[config.mk]
export PLATFORM = sky130hd
export DESIGN_NAME = aes_round_sequencer
export DESIGN_NICKNAME = d
export VERILOG_FILES = /design/src/rtl/aes_round_sequencer.sv
export SDC_FILE = /design/constraint.sdc
export NUM_CORES = 1
export LEC_CHECK = 0
export ABC_AREA = 0
export ABC_CLOCK_PERIOD_IN_PS = 1700
export BUFFER_PORTS_ARGS = -buffer_cell sky130_fd_sc_hd__buf_4
export CAP_MARGIN = 20
export CORE_ASPECT_RATIO = 1.2
export CORE_MARGIN = 2
export CORE_UTILIZATION = 40
export DETAILED_ROUTE_END_ITERATION = 6
export PLACE_DENSITY = 0.7
export SYNTH_ARGS = -nofsm -noshare
export SYNTH_HDL_FRONTEND = slang
export SYNTH_SLANG_ARGS = --single-unit
[constraint.sdc]
create_clock -name clk -period 1.7 [get_ports clk]
set_input_delay 0 -clock clk [delete_from_list [all_inputs] [get_ports clk]]
set_output_delay 0 -clock clk [all_outputs]
set_load 0.01 [all_outputs]
[src/rtl/aes_round_sequencer.sv]
// Load/round/unload sequencer for one iterative AES block between the stream FSM and the round datapath.
// Optional cycle counter enabled by defining AES_SEQ_PERF_CNT_EN.
module aes_round_sequencer #(
    parameter int WORD_W    = 32,
    parameter int NUM_WORDS = 4
) (
    input  logic                         clk,
    input  logic                         reset_n,
    input  logic                         clear,
    input  logic                         start,
    input  logic [1:0]                   key_len,
    input  logic                         in_valid,
    output logic                         in_ready,
    input  logic [WORD_W-1:0]            in_data,
    output logic                         dp_load,
    output logic [$clog2(NUM_WORDS)-1:0] dp_word_idx,
    output logic [WORD_W-1:0]            dp_data,
    input  logic                         rk_valid,
    output logic                         dp_round_en,
    output logic [3:0]                   dp_round_idx,
    output logic                         dp_first,
    output logic                         dp_last,
    output logic                         out_valid,
    input  logic                         out_ready,
    output logic                         busy,
    output logic                         done,
    output logic                         err,
    output logic [31:0]                  cycles
);

    localparam int IW = $clog2(NUM_WORDS);

    typedef enum logic [2:0] {
        S_IDLE,
        S_LOAD,
        S_ROUND,
        S_UNLOAD,
        S_DONE
    } state_t;

    state_t            r_state;
    logic [IW-1:0]     r_word_idx;
    logic [IW-1:0]     r_load_idx;
    logic [3:0]        r_round;
    logic [3:0]        r_nr;
    logic              r_dp_load;
    logic [WORD_W-1:0] r_dp_data;
    logic              r_done;
    logic              r_err;

    logic              w_round_en;
    logic              w_last_word;
    logic              w_accept_start;

    assign w_round_en     = (r_state == S_ROUND) && rk_valid;
    assign w_last_word    = (r_word_idx == IW'(NUM_WORDS - 1));
    assign w_accept_start = (r_state == S_IDLE) && start && (key_len != 2'd3);

    always_ff @(posedge clk or negedge reset_n) begin
        if (!reset_n) begin
            r_state    <= S_IDLE;
            r_word_idx <= '0;
            r_load_idx <= '0;
            r_round    <= '0;
            r_nr       <= '0;
            r_dp_load  <= 1'b0;
            r_dp_data  <= '0;
            r_done     <= 1'b0;
            r_err      <= 1'b0;
        end else if (clear) begin
            r_state    <= S_IDLE;
            r_word_idx <= '0;
            r_load_idx <= '0;
            r_round    <= '0;
            r_nr       <= '0;
            r_dp_load  <= 1'b0;
            r_dp_data  <= '0;
            r_done     <= 1'b0;
            r_err      <= 1'b0;
        end else begin
            r_dp_load <= 1'b0;
            r_done    <= 1'b0;
            r_err     <= 1'b0;
            case (r_state)
                S_IDLE: begin
                    if (start) begin
                        if (key_len == 2'd3) begin
                            r_err <= 1'b1;
                        end else begin
                            r_nr       <= 4'd10 + {1'b0, key_len, 1'b0};
                            r_word_idx <= '0;
                            r_state    <= S_LOAD;
                        end
                    end
                end
                S_LOAD: begin
                    if (in_valid) begin
                        // Keep the accepted index so dp_word_idx matches the delayed dp_load.
                        r_dp_load  <= 1'b1;
                        r_dp_data  <= in_data;
                        r_load_idx <= r_word_idx;
                        if (w_last_word) begin
                            r_word_idx <= '0;
                            r_round    <= '0;
                            r_state    <= S_ROUND;
                        end else begin
                            r_word_idx <= r_word_idx + 1'b1;
                        end
                    end
                end
                S_ROUND: begin
                    if (rk_valid) begin
                        if (r_round == r_nr) begin
                            r_round <= '0;
                            r_state <= S_UNLOAD;
                        end else begin
                            r_round <= r_round + 4'd1;
                        end
                    end
                end
                S_UNLOAD: begin
                    if (out_ready) begin
                        if (w_last_word) begin
                            r_word_idx <= '0;
                            r_state    <= S_DONE;
                        end else begin
                            r_word_idx <= r_word_idx + 1'b1;
                        end
                    end
                end
                S_DONE: begin
                    r_done  <= 1'b1;
                    r_state <= S_IDLE;
                end
                default: r_state <= S_IDLE;
            endcase
        end
    end

`ifdef AES_SEQ_PERF_CNT_EN
    logic [31:0] r_cycles;

    always_ff @(posedge clk or negedge reset_n) begin
        if (!reset_n) begin
            r_cycles <= '0;
        end else if (clear) begin
            r_cycles <= '0;
        end else if (w_accept_start) begin
            r_cycles <= '0;
        end else if ((r_state == S_LOAD || r_state == S_ROUND || r_state == S_UNLOAD)
                     && (r_cycles != '1)) begin
            r_cycles <= r_cycles + 32'd1;
        end
    end

    assign cycles = r_cycles;
`else
    assign cycles = '0;
`endif

    assign in_ready     = (r_state == S_LOAD);
    assign out_valid    = (r_state == S_UNLOAD);
    assign busy         = (r_state != S_IDLE);
    assign dp_round_en  = w_round_en;
    assign dp_round_idx = r_round;
    assign dp_first     = w_round_en && (r_round == 4'd0);
    assign dp_last      = w_round_en && (r_round == r_nr);
    assign dp_word_idx  = (r_state == S_UNLOAD) ? r_word_idx : r_load_idx;
    assign dp_load      = r_dp_load;
    assign dp_data      = r_dp_data;
    assign done         = r_done;
    assign err          = r_err;

endmodule

==> metrics.md <==
| Metric | Value |
|---|---|
| Final min period | `approximately 1.7 ns` |
| Startpoint types | `register` |
| Hold_ws | `0.0855 ns` |
| Slew @ Worst Pin | `around 0.64 ns` |
| Final Hold Viols | `0` |
| HPWL after DPL | `between 4000 and 5000 um` |
| Yosys reg bits | `49` |
| All-Layer GR Usage | `a little under a fifth` |
| Clk Latency, worst-skew pair | `0.30 ns` |
| Total iterations of the first detailed-routing run | `4` |
| Final worst slack | `0.0454 ns` |
| DRT iter0 DRCs | `roughly 150` |
| Largest net degree at the start of global routing | `50` |
| Setup TNS | `0 ns` |
| Commonest non-fill, non-tap cell in the layout | `buf_4` |
| RSZ-0062 raised after global routing | `yes` |
| Delay of the slowest critical-path stage | `0.54 ns` |
| Critical-path maximum fanout | `2` |
| Vias per cell | `4.62` |
| Syn Inst Count | `283` |
| Worst VDD drop | `about 0.5 mV` |
| Clock-pin slew on the worst setup and hold paths | `0.09 ns` |
| Initial antenna violation count | `0` |
| Max-Cap Viols | `0` |
| Initial Utilization | `40.6%` |
| Clock Skews | `0.00341 ns` |
| Post-Place Worst Slack | `0.0764 ns` |
| Final period utilization | `between 90% and 100%` |
| Final net count | `453` |
| Outcome | `completed` |
| Most frequent cells in the layout | `buf_4 (100), nand2_1 (76), dfrtp_1 (45), a21oi_1 (37), dlygate4sd3_1 (34)` |
| Max Root-Sink Buffers | `2` |
| Warnings from Yosys | `0` |
| Synthesized cell area | `2570 um^2` |
| Vias in the first global route | `2201` |
| Fmax | `about 600 MHz` |
| # port buffers | `just under 90` |
| I/O pin total | `120` |
| Sequential standard cell area | `1230 um^2` |
| Cts bufs inserted | `5` |
| Sequential share of the synthesized area | `47.7%` |
| CTS tree | `yes` |
| Worst Hold Class | `primary input to register` |
| # H-tree levels | `2` |
| Layout area overhead | `43.5%` |
| DRC Markers | `0` |
| CP max stage cell | `or4_4` |
| Die Ht | `91.8 um` |
| Synth cell types | `42` |
| Crit-path cells | `xor2_1 -> or4_4 -> nor2_2 -> buf_4` |
| Core Rows | `32` |
| Die ar. | `just over 7000 um^2` |
| Fill count | `570` |
| Via count | `2282` |
| Clock Sinks | `49` |
| Slew margin rel. | `57.2%` |
| First-pass GRT wire length | `approximately 11000 um` |
| Share of cells above drive strength 1 | `31.1%` |
| Max-slew violation count | `0` |
| Final Wtd Congestion | `0.798` |
| Routed length per instance | `13.3 um` |
| Crit path DAT | `roughly 1.7 ns` |
| Ant. Diodes | `0` |
| Clock Tree Root | `clkbuf_8` |
| Critical Path RT | `1.70 ns` |
| Grt ovf | `0` |
| Die Wd | `77.2 um` |
| Antenna-violating nets left | `0` |
| Worst setup EP type | `output port` |
| Synth Area per Inst | `9.09 um^2` |
| CP Class | `register to output port` |
| # setup viols final | `0` |
| Core Region | `6330 um^2` |
| Multi-input logic area | `1120 um^2` |
| LEAKAGE | `about 1.8 nW` |
| Total Wirelength | `6590 um` |
| Power per cell area | `1010 nW/um^2` |
-- report_power, final --
part	total, W	leakage (nW)	internal, W	switching [W]
Combinational	0.00136	1.10	0.000657	0.000703
Sequential	0.00150	0.667	0.00132	0.000174
Clock	0.000877	0.0585	0.000481	0.000396
-- critical path, delay by kind of cell (launching register included) --
| kind | cells | cell delay, ns |
|---|---|---|
| and+or+nand+nor | 2 | 0.63 |
| buffers and inverters | 1 | 0.12 |
| xor gates and xnor gates | 1 | 0.20 |
| DFF | 1 | 0.40 |
-- flip-flops by register name, indices dropped and copies added (netlist names) --
signal        flops
r_word_idx        2
dp_round_idx      4
r_load_idx        2
dp_load           1
done              1
err               1
r_state           3
r_nr              3
dp_data          32
-- Yosys cell counts, drive strengths merged --
library cell   n  share of area (%)
nand2         78                 11
and2           1               0.24
and3           1               0.24
a22o           1               0.34
or2            2               0.49
o21ai         11                2.1
buf           43                 12
mux2i          1               0.39
nand3          2               0.58
mux2           2               0.88
a32o           1               0.39
o21bai         1               0.44
a32oi          1               0.63
or4            1               0.29
nor2          12                1.8
nor4b          3                1.6
nand2b         3               0.73
nor3b          3                1.1
xor2           3                1.0
and2b          1               0.29
ha             4                1.9
o41ai          1                1.1
a21oi         37                7.2
dfrtp         49                 48
clkbuf         4               0.58
nor4           1               0.49
conb           1               0.15
inv            5               0.73
nand3b         3               0.88
a21o           1               0.29
nor2b          2               0.49
nor3           1               0.19
nand4b         1               0.34
or3            2               0.49
-- final cells by class --
cell class	count	area share (%)
clock inverter	1	0.814
sequential	49	33.4
clock buffer	7	2.34
multi-input combinational	213	30.5
tap	85	2.88
inverter	5	0.509
timing repair buffer	134	29.6
-- worst paths after layout --
kind | start | slack (ns) | endpoint | cells after the start
worst max-delay path | r_nr[3] | 0.05 | dp_last | 4
worst min-delay path | key_len[1] | 0.09 | r_nr[2] | 4
worst max register to register | r_state[2] | 0.12 | dp_round_idx[2] | 5
worst min register to register | dp_data[12] | 0.52 | dp_data[12] | 2
max in group asynchronous | reset_n | 0.94 | dp_round_idx[3] | 2
min in group asynchronous | reset_n | 0.29 | dp_data[31] | 2
-- per-layer routing --
layer  global-route usage (%)  part of all wire, %
met1                     23.7                   40
met2                     32.2                   54
met3                     3.84                  4.7
met4                     7.14                  1.7
met5                        0                    0
-- cell families after synthesis --
| kind of cell | Yosys count | share of synthesized area [%] |
|---|---|---|
| compound gates | 54 | 12.5 |
| xor+xnor | 3 | 1.02 |
| fa+ha+maj | 4 | 1.95 |
| buf+inv | 52 | 13.8 |
| flops | 49 | 47.7 |
| mux | 3 | 1.27 |
| other cells | 1 | 0.146 |
| simple gates | 117 | 21.7 |
-- repair_timing --
| item | in CTS | in global routing |
|---|---|---|
| gates cloned | 0 | 0 |
| endpoints found under the setup margin | 4 | 19 |
| resized for setup | 3 | 6 |
| hold buffers | 34 | 0 |
| hold endpoints to repair | 82 | 0 |
| pin swaps | 1 | 1 |
| buffers inserted | 2 | 2 |
-- metrics by stage --
stage          instance area, um^2  total power (W)  utilization [%]  cells
6_report                      3690          0.00373             58.3    494
5_1_grt                       3690          0.00398             58.3    494
4_1_cts                       3660          0.00374             57.9    492
3_5_place_dp                  3180          0.00278             50.3    448
3_3_place_gp                  3180          0.00275             50.3    448
2_1_floorplan                 2690          0.00235                -    314
Note: power is estimated with default switching activity, not from simulation.
